$ cat config.mk
export PLATFORM = sky130hd
export DESIGN_NAME = controller_sequencer
export DESIGN_NICKNAME = d
export VERILOG_FILES = /design/src/rtl/controller_sequencer.sv
export SDC_FILE = /design/constraint.sdc
export NUM_CORES = 1
export LEC_CHECK = 0
export CORE_MARGIN = 2
export CORE_UTILIZATION = 36
export DETAILED_ROUTE_END_ITERATION = 8
export GPL_ROUTABILITY_DRIVEN = 0
export HOLD_SLACK_MARGIN = 0.1
export PLACE_DENSITY = 0.79
export REMOVE_ABC_BUFFERS = 1
export SYNTH_ARGS = -nofsm -noshare
export SYNTH_HDL_FRONTEND = slang
export SYNTH_SLANG_ARGS = --single-unit
$ cat constraint.sdc
create_clock -name clk -period 1.6 [get_ports clk]
set_clock_uncertainty 0.15 [all_clocks]
set_input_delay 0.32 -clock clk [delete_from_list [all_inputs] [get_ports clk]]
set_output_delay 0.32 -clock clk [all_outputs]
set_load 0.01 [all_outputs]
$ cat src/rtl/controller_sequencer.sv
// Six-state ring control sequencer for a SAP-1 style accumulator machine.
// State advances on the falling clock edge; control lines are decoded from state and latched opcode.
module controller_sequencer #(
  parameter logic [3:0] OP_LDA = 4'b0000,
  parameter logic [3:0] OP_ADD = 4'b0001,
  parameter logic [3:0] OP_SUB = 4'b0010,
  parameter logic [3:0] OP_OUT = 4'b1110,
  parameter logic [3:0] OP_HLT = 4'b1111
) (
  input  logic       clk,
  input  logic       clr,
  input  logic [3:0] opcode,
  output logic       pc_inc,
  output logic       pc_en,
  output logic       mar_load,
  output logic       ram_en,
  output logic       ir_load,
  output logic       ir_en,
  output logic       a_load,
  output logic       a_en,
  output logic       sub,
  output logic       alu_en,
  output logic       b_load,
  output logic       out_load,
  output logic [5:0] t_state,
  output logic       halted
);

  // Encoding doubles as the t_state output: one-hot ring, all-zero while halted.
  typedef enum logic [5:0] {
    StT1   = 6'b000001,
    StT2   = 6'b000010,
    StT3   = 6'b000100,
    StT4   = 6'b001000,
    StT5   = 6'b010000,
    StT6   = 6'b100000,
    StHalt = 6'b000000
  } state_e;

  state_e     state_q;
  logic [3:0] opcode_q;

  // Falling-edge sequencing leaves the rising edge mid-state for datapath loads.
  always_ff @(negedge clk or posedge clr) begin
    if (clr) begin
      state_q  <= StT1;
      opcode_q <= 4'b0000;
    end else begin
      unique case (state_q)
        StT1:    state_q <= StT2;
        StT2:    state_q <= StT3;
        StT3: begin
          opcode_q <= opcode;
          state_q  <= (opcode == OP_HLT) ? StHalt : StT4;
        end
        StT4:    state_q <= StT5;
        StT5:    state_q <= StT6;
        StT6:    state_q <= StT1;
        StHalt:  state_q <= StHalt;
        default: state_q <= StT1;
      endcase
    end
  end

  logic is_lda, is_add, is_sub, is_out;

  always_comb begin
    is_lda = 1'b0;
    is_add = 1'b0;
    is_sub = 1'b0;
    is_out = 1'b0;
    // Priority chain keeps decode well defined even if parameters overlap.
    if      (opcode_q == OP_LDA) is_lda = 1'b1;
    else if (opcode_q == OP_ADD) is_add = 1'b1;
    else if (opcode_q == OP_SUB) is_sub = 1'b1;
    else if (opcode_q == OP_OUT) is_out = 1'b1;
  end

  always_comb begin
    pc_inc   = 1'b0;
    pc_en    = 1'b0;
    mar_load = 1'b0;
    ram_en   = 1'b0;
    ir_load  = 1'b0;
    ir_en    = 1'b0;
    a_load   = 1'b0;
    a_en     = 1'b0;
    sub      = 1'b0;
    alu_en   = 1'b0;
    b_load   = 1'b0;
    out_load = 1'b0;
    unique case (state_q)
      StT1: begin
        pc_en    = 1'b1;
        mar_load = 1'b1;
      end
      StT2: pc_inc = 1'b1;
      StT3: begin
        ram_en  = 1'b1;
        ir_load = 1'b1;
      end
      StT4: begin
        if (is_lda || is_add || is_sub) begin
          ir_en    = 1'b1;
          mar_load = 1'b1;
        end else if (is_out) begin
          a_en     = 1'b1;
          out_load = 1'b1;
        end
      end
      StT5: begin
        if (is_lda) begin
          ram_en = 1'b1;
          a_load = 1'b1;
        end else if (is_add || is_sub) begin
          ram_en = 1'b1;
          b_load = 1'b1;
        end
      end
      StT6: begin
        if (is_add || is_sub) begin
          alu_en = 1'b1;
          a_load = 1'b1;
          sub    = is_sub;
        end
      end
      default: ;
    endcase
  end

  assign t_state = state_q;
  assign halted  = (state_q == StHalt);

endmodule
[Word level (Yosys, flattened, before mapping)]
Index checks and enable logic that the tools add are counted.
Cells by class
  add/sub/neg operators: 0
  multiply operators: 0
  divide/modulo/power cells: 0
  $lt $le $gt $ge: 0
  equal/unequal tests: 10
  shift operators: 0
  multiplexer cells: 31
  bitwise gates (word level): 0
  reduce and logical (&&, ||, !) cells: 5
Operator list (count)
  $pmux W6 S6: 1
  $mux W1: 26
  $eq A4 B4 Y1 const B: 2
  $eq A6 B1 Y1 const B: 1
  $eq A6 B2 Y1 const B: 1
  $eq A6 B3 Y1 const B: 1
  $eq A6 B4 Y1 const B: 1
  $eq A6 B5 Y1 const B: 1
  $eq A6 B6 Y1 const B: 1
  $logic_not A6 Y1: 1
  $pmux W1 S2: 3
  $eq A4 B1 Y1 const B: 1
  $eq A4 B2 Y1 const B: 1
  $logic_not A4 Y1: 1
  $mux W4: 1
  $logic_or A1 B1 Y1: 3
Word-level totals
  register bits: 10
  latch bits: 0
  memory bits (writable): 0
  bits in read-only memories: 0
  input bits: 6
  output and inout bits: 19
  logic and storage cells: 48
  memories: 0

[Logic depth before layout (Yosys ltp)]
Gate-level depths: netlist of the first run.
  word-level depth: 8
  mapped depth: 5
  gate-level depth less buffers: 3

==> results.cfg, run 1 <==
[grt]
first_global_vias = 821
grt_max_degree = 8
track_usage_pct = 29.20
grt.overflow.total = 0
grt_pass1_wl_um = 3898
antenna_found_initial = 0

[cells_and_area]
area_growth_pct = 118.3
final_cell_count_no_fill = 138
final_net_count = 129
multi_input_area_um2 = 404.1
drive_gt1_share_pct = 68.85
fillers = 72
antenna_cells = 0
register_area_um2 = 251.5

[setup_path]
critPathRequiredTime_ns = 1.13
critPathMaxFanout = 5
path_common_cell = buf_6
start_kind = flip-flop
cp_cell_sequence = nor4_4 -> nand3b_1 -> buf_6 -> buf_6 -> nor2_4 -> buf_6
critPathMaxStageDelay_ns = 0.41
critPathSlowestCell = dfstp_2
arrival_ns = 2.48
worstSetupEndpointType = output port
path_class = flip-flop to output port

[drt]
via_per_inst = 5.630
vias = 777
drc = 0
wl_per_cell_um = 21.30
drt_pass1_iterations = 4
drt_iter0_markers = 15
ant_nets = 0
routed_wirelength_um = 2940

[synth]
synth_top_area_cell = dfrtn_1
ys_seq_area_share_pct = 42.23
synth_cells = 58
ys.flop_type = dfrtn_1
synth_most_common_cell = dfrtn_1
syn_area_um2 = 595.6
ys_ff_latch = 10
synth_xor_area_share_pct = 1.471
synth_fa_ha_area_share_pct = 0
synthMuxAreaShare_pct = 10.08
synth-compound-area-share_pct = 10.50
syn_avg_cell_area_um2 = 10.27
ys_warn_count = 0
async_flop_share_pct = 100.0
synth_common_cells = dfrtn_1, nor2_1, inv_1, mux2_4, nand2_1
yosys.area_share.simple_pct = 30.04
synth_top_family_by_area = simple AND/OR/NAND/NOR gates
yosysTopAreaCellShare_pct = 37.82
synth_area_leaders = dfrtn_1, mux2_4, dfstp_2, nor2_1, inv_1
synth-edff-count = 0
yosys.cell_types.count = 29

[timing]
slew_headroom_pct = 74.75
tns_ns = -22.75
rsz0062_at_grt = yes
setup_ws_ns = -1.354
maxSlewViolCount = 0
hold_viol = 0
worst_pin_slew_ns = 0.3761
setup_violations = 24

[outcome]
violations = setup timing
outcome = finished with violations

[cts]
cts_tree = yes
cts_buffers = 3
clk_latency_ns = 0.36
htreeDepth = 1
clk_pin_slew_ns = 0.05
cts_buffer_depth = 2
cts.sinks = 10
root_buffer = clkbuf_4
cts-hold-fix-buffers = 0

[hold_path]
holdCritPathClass = flip-flop to flip-flop

[floorplan]
die-area_um2 = 1996
ioPinCount = 25
initial_core_util_pct = 39.08
dieWidth_um = 44.68
die_h_um = 44.68
placementRows = 14
coreArea_um2 = 1524

[power]
p_leak_uw = 0.0006838
peakVddDrop_v = 0.0005041
cellPowerDensity_nw_per_um2 = 653.7

[run]
cap_violations = 0

[place]
dp_hpwl_um = 1548
dp_cells = 120
io_buffers = 24
==> where the power goes <==
part           switching, uW  leakage (uW)  internal (uW)  total [uW]
registers               23.5      0.000125            274         298
clock network            117     0.0000263            142         259
logic                    137      0.000533            156         293
==> metal layers <==
layer  vias up  track usage [%]  part of all wire [%]
li1        332                -                     -
met1       388            33.76                    37
met2        42            48.99                    53
met3        15            4.898                   6.0
met4         0            19.39                   4.4
met5         -                0                     0
==> metrics by stage <==
stage	setup WS [ns]	cell area, um^2	total power [uW]	util [%]	hold WS, ns
detailed placement	-1.372	1025	528.8	67.24	0.4177
finish	-1.354	1300	849.9	85.30	0.4776
global route	-1.394	1300	876.9	85.30	0.5010
global placement	-1.312	1025	515.7	67.24	0.4030
floorplan	-1.182	584.3	398.4	-	0.3374
CTS	-1.229	1219	794.3	79.97	0.4261
==> cell families (layout without fill, tap and decap cells) <==
family          Yosys count  count (layout)
xor+xnor                  1               1
compound gates            8               8
flops                    10              10
mux                       4               4
simple gates             27              27
buf+inv                   8              72
==> flip-flops by register name, indices dropped and copies added, names as in the netlist <==
signal / count
t_state: 6
opcode_q: 4
==> worst paths after layout <==
| path | to | startpoint | slack, ns | depth (start not counted) |
|---|---|---|---|---|
| max in group asynchronous | opcode_q[1] | clr | 0.23 | 3 |
| min in group asynchronous | t_state[2] | clr | 0.88 | 3 |
| min | opcode_q[3] | opcode_q[3] | 0.48 | 2 |
| max | ir_en | t_state[0] | -1.35 | 6 |
| min reg2reg | opcode_q[3] | opcode_q[3] | 0.48 | 2 |
| max reg2reg | opcode_q[2] | t_state[0] | -0.38 | 7 |
==> layout make-up <==
type | instances | share of cell area, %
timing repair buffer | 62 | 43.50
multi-input combinational | 40 | 31.09
sequential | 10 | 19.35
clock buffer | 4 | 2.791
tap | 16 | 1.540
inverter | 5 | 1.444
clock inverter | 1 | 0.2887
==> placed cells by master (no fill, tap or decap), drive strengths merged <==
master and count:
buf 54, dfrtn 9, nor2 7, inv 6, mux2 4, dlygate4sd2 4, nand2 4, clkbuf 4
clkdlybuf4s15 3, nor3 3, nor4 2, nand3b 2, nor3b 2, o21ai 2, and2 1, a2111o 1
a21oi 1, a21o 1, o32ai 1, nand4b 1, xnor2 1, and2b 1, nand4 1, nor4b 1
nor2b 1, o2111a 1, a41oi 1, nand2b 1, clkdlybuf4s50 1, dfstp 1
==> worst max-delay path: cells and delay by family, from the launching register on <==
kind	cells	cell delay [ns]
AND/OR/NAND/NOR	3	0.52
flip-flops	1	0.41
buffers and inverters	3	0.39
==> repair_timing <==
item	4_1_cts	5_1_grt
endpoints found under the hold margin	0	0
buffers inserted	14	4
gates resized for setup	110	18
pin swaps	7	6
setup endpoints to repair	24	24
No activity file was read; power rests on OpenSTA's default activity.
==> inputs of run 2 (changes only) <==
- CORE_MARGIN: 2 -> 5
- CORE_UTILIZATION: 36 -> 41
- PLACE_DENSITY: 0.79 -> 0.84
- clock period: 1.6 -> 3.8 ns (I/O delays scaled with it)
==> run 2 against run 1 <==
The flow still finishes with violations (setup timing). Clock power is 61% lower. Non-clock buffer count is 1 higher. Sequential share of layout area is 0.79 points higher. Global-route usage is 5.2 points lower. Via count is 2.1% higher. Power is 58% lower. Hold slack better by 0.021 ns. Die area is 16% higher. Cell count stayed put. Largest power group unchanged.
==> results.cfg, run 2 (synthesis results as in run 1) <==
[outcome]
outcome = finished with violations
violations = setup timing

[grt]
first_global_vias = 802
grt.overflow.total = 0
antenna_found_initial = 0
grt_max_degree = 11
track_usage_pct = 23.97
grt_pass1_wl_um = 3629

[floorplan]
coreArea_um2 = 1334
initial_core_util_pct = 44.65
die_h_um = 48.12
placementRows = 13
ioPinCount = 25
dieWidth_um = 48.12
die-area_um2 = 2315

[power]
cellPowerDensity_nw_per_um2 = 283.1
total_power_uw = 353.4
peakVddDrop_v = 0.0003132
p_leak_uw = 0.0006813

[timing]
worst_pin_slew_ns = 0.5223
slew_headroom_pct = 64.93
maxSlewViolCount = 0
hold_viol = 0
rsz0062_at_grt = yes
setup_violations = 19
fin_hold_ws_ns = 0.4985
setup_ws_ns = -0.7457

[cells_and_area]
area_growth_pct = 109.7
final_net_count = 130
largest_reg_flops = 6
final_area_um2 = 1249
mostFrequentLayoutCells = buf_4, buf_6, buf_2, dfrtn_1, clkdlybuf4s50_1
antenna_cells = 0
final_cell_count_no_fill = 138
drive_gt1_share_pct = 69.11
mostFrequentLayoutCell = buf_4

[hold_path]
holdCritStartpoint = opcode_q[3]
holdCritPathClass = flip-flop to flip-flop
whs_path_depth = 2
holdPathEnd = opcode_q[3]

[setup_path]
r2r_start = t_state[0]
cp_top_family = simple AND/OR/NAND/NOR gates
start_kind = flip-flop
critPathSlowestCell = dfstp_2
worstSetupPathDepth = 5
r2r_slack_ns = 1.90
timing.rr.end = opcode_q[3]
critPathRequiredTime_ns = 2.89
worstSetupEndpointType = output port
path_class = flip-flop to output port
cp_cell_sequence = nor4_4 -> nand3b_1 -> buf_4 -> nor3_4 -> buf_2
arrival_ns = 3.64
critPathMaxStageDelay_ns = 0.41
cp_num_buf_inv = 2
critPathMaxFanout = 5
reg2regPathDepth = 6
crit_path_start = t_state[0]

[cts]
htreeDepth = 1
clk_pin_slew_ns = 0.05
cts-hold-fix-buffers = 0
cts_tree = yes
clk_latency_ns = 0.32
root_buffer = clkbuf_4
cts_buffer_depth = 2
cts.sinks = 10
cts_buffers = 3

[drt]
routed_wirelength_um = 3145
drt_pass1_iterations = 4
wl_per_cell_um = 22.79
via_per_inst = 5.746
ant_nets = 0
vias = 793
drc = 0
drt_iter0_markers = 22

[place]
dp_hpwl_um = 1489
post-place-ws_ns = -0.7302
placed_area_um2 = 1016
dp_cells = 118
io_buffers = 24

[run]
cap_violations = 0
## run 2: changes by cell type in the layout (fill, tap and decap cells not counted), moves of 3 or more
| cell | change |
|---|---|
| buf_4 | +5 |
| buf_6 | -5 |
| clkdlybuf4s50_1 | +4 |
| dlygate4sd2_1 | -4 |
| buf_2 | +3 |
| clkdlybuf4s15_2 | -3 |
## run 2: per-stage QoR
stage,utilization (%),setup TNS (ns)
after detailed placement,76.17,-8.959
after CTS,86.59,-7.091
after floorplan,-,-2.551
after global routing,93.62,-9.748
final,93.62,-8.488
after global placement,76.17,-8.013
## run 2: routing by layer
layer,GRT usage (%),vias up,part of all wire [%]
met5,0,-,0
li1,-,336,-
met2,44.06,52,52
met3,4.428,17,5.4
met1,21.89,388,37
met4,21.51,0,5.2
## run 2: what timing repair did
item	CTS	global route
cloned	0	0
pin swaps	8	6
resized for setup	101	20
setup endpoints to repair	19	19
setup buffers	11	9
## run 2: worst max-delay path by stage
stage | end | slack (ns)
after floorplan | a_en | -0.52
after global placement | b_load | -0.64
after detailed placement | a_en | -0.73
after CTS | a_en | -0.58
after global routing | ram_en | -0.81
final | a_en | -0.75
## run 2: power by group
group | internal, uW | switching (uW) | leakage, uW
clock network | 59.5 | 42.1 | 0.0000263
registers | 116 | 10.7 | 0.000125
logic | 69.1 | 56.5 | 0.000530
## run 2: worst reg2reg max path, cell delays in order, from the launching register on
cell      delay [ns]
dfstp_2         0.62
nor4_4          0.08
buf_4           0.15
buf_6           0.11
nand3b_4        0.10
buf_4           0.17
mux2_4          0.31
## run 2: area by class of cell
cell class | instances | area, um^2
clock buffer | 4 | 36.28
fill | 41 | 85.08
sequential | 10 | 251.5
clock inverter | 1 | 3.754
inverter | 5 | 18.77
timing repair buffer | 63 | 538.0
tap | 15 | 18.77
multi-input combinational | 40 | 381.6
==> inputs of run 3 (changes only) <==
- CELL_PAD_IN_SITES_DETAIL_PLACEMENT: unset -> 1
- CELL_PAD_IN_SITES_GLOBAL_PLACEMENT: unset -> 1
- CORE_UTILIZATION: 41 -> 32
- PLACE_DENSITY: 0.84 -> 0.88
- SKIP_CTS_REPAIR_TIMING: unset -> 1
==> run 3 against run 2 <==
The flow still finishes with violations (setup timing). Combinational power increased by 4%. Count of clock-buffer cells in the layout unchanged. First-iteration DRC count decreased by 41%. Worst setup slack got worse by 0.087 ns. Power increased by 3.7%. Core utilization decreased by 24 points. Sequential share of layout area increased by 0.69 points. Non-clock buffer count decreased by 8. Via count decreased by 7.1%. Die area increased by 22%.
==> results.cfg, run 3 (synthesis results as in run 1) <==
[hold_path]
whs_path_depth = 2
holdCritStartpoint = opcode_q[2]
holdCritPathClass = flip-flop to flip-flop
holdPathEnd = opcode_q[2]

[cells_and_area]
mostFrequentLayoutCells = buf_4, buf_6, buf_2, dfrtn_1, clkdlybuf4s50_1
final_area_um2 = 1207
final_cell_count_no_fill = 140
antenna_cells = 0
largest_reg_flops = 6
fillers = 186
mostFrequentLayoutCell = buf_4
area_growth_pct = 102.7
final_net_count = 122
post-route-util_pct = 69.18
drive_gt1_share_pct = 66.09

[drt]
drc = 0
wl_per_cell_um = 23.81
ant_nets = 0
via_per_inst = 5.264
drt_iter0_markers = 13
routed_wirelength_um = 3333
vias = 737
drt_pass1_iterations = 4

[floorplan]
coreArea_um2 = 1745
die_h_um = 53.14
die-area_um2 = 2824
dieWidth_um = 53.14
ioPinCount = 25
placementRows = 15
initial_core_util_pct = 34.12

[timing]
slew_headroom_pct = 69.32
maxSlewViolCount = 0
hold_viol = 0
fin_hold_ws_ns = 0.4953
setup_ws_ns = -0.8331
worst_pin_slew_ns = 0.4596
setup_violations = 18
rsz0062_at_grt = yes

[grt]
grt.overflow.total = 0
grtUsageMet1_pct = 25.13
first_global_vias = 779
grt_pass1_wl_um = 4312
antenna_found_initial = 0
track_usage_pct = 22.45
met2_usage_pct = 38.02
grt_busiest_layer = met2
met3_usage_pct = 7.606
grt_max_degree = 11

[cts]
clk_latency_ns = 0.33
cts_tree = yes
cts_buffers = 3
clk_pin_slew_ns = 0.06
htreeDepth = 1
root_buffer = clkbuf_4
cts_buffer_depth = 2
cts.sinks = 10

[setup_path]
cp_num_buf_inv = 3
cp_top_family = simple AND/OR/NAND/NOR gates
critPathSlowestCell = dfrtn_1
reg2regPathDepth = 7
critPathMaxFanout = 4
timing.rr.end = opcode_q[1]
start_kind = flip-flop
path_class = flip-flop to output port
critPathRequiredTime_ns = 2.89
critPathMaxStageDelay_ns = 0.40
crit_path_start = t_state[5]
arrival_ns = 3.72
r2r_start = t_state[5]
r2r_slack_ns = 1.76
worstSetupEndpointType = output port
cp_cell_sequence = buf_6 -> nor4_4 -> nand3b_1 -> buf_4 -> nor3_4 -> buf_2

[power]
cellPowerDensity_nw_per_um2 = 303.7
seqPwrFrac_pct = 34.9
p_switching_uw = 121.8
comb_power_share_pct = 35.7
peakVddDrop_v = 0.0002140
p_leak_uw = 0.0006400
p_int_uw = 244.9
clkPwrFrac_pct = 29.4
total_power_uw = 366.7
netSwitchingFraction_pct = 33.21

[outcome]
outcome = finished with violations
violations = setup timing

[run]
cap_violations = 0

[place]
dp_cells = 124
io_buffers = 24
dp_hpwl_um = 1967
placed_area_um2 = 998.5
## run 3: final cells by class
| class | count | area [um^2] | area share (%) |
|---|---|---|---|
| Clock buffer | 4 | 36.28 | 3.005 |
| Clock inverter | 1 | 3.754 | 0.3109 |
| Inverter | 5 | 18.77 | 1.554 |
| Multi-Input combinational cell | 40 | 395.4 | 32.75 |
| Sequential cell | 10 | 251.5 | 20.83 |
| Tap cell | 25 | 31.28 | 2.591 |
| Timing Repair Buffer | 55 | 470.5 | 38.96 |
## run 3: worst max-delay path by stage
stage	endpoint	depth (start not counted)
5_1_grt	mar_load	6
6_report	out_load	6
3_5_place_dp	b_load	4
3_3_place_gp	a_en	4
2_1_floorplan	a_en	3
4_1_cts	b_load	4
## run 3: metrics by stage
step | setup slack, ns | TNS [ns]
detailed placement | -0.7780 | -9.593
CTS | -1.222 | -15.60
finish | -0.8331 | -9.887
floorplan | -0.5222 | -2.551
global placement | -0.6619 | -8.059
global route | -0.8763 | -10.73
## run 3: worst reg2reg max path, cell delays in order, from the launching register on
cell and delay, ns:
dfrtn_1 0.40, buf_6 0.15, nor4_4 0.32, buf_4 0.19, buf_6 0.10, nand3b_4 0.10, buf_4 0.18, mux2_4 0.31
## run 3: metal layers
metal | vias to the layer above | wire length, um
met5 | - | 0
met4 | 0 | 89
met3 | 10 | 169
met2 | 32 | 1642
met1 | 376 | 1432
li1 | 319 | -
## run 3: power groups by stage
stage / clock network, uW / logic [uW] / registers [uW]
floorplan: 3.29 / 37.4 / 127
global placement: 3.29 / 84.3 / 124
detailed placement: 3.29 / 91.3 / 126
CTS: 104 / 97.2 / 125
global route: 116 / 136 / 128
finish: 108 / 131 / 128
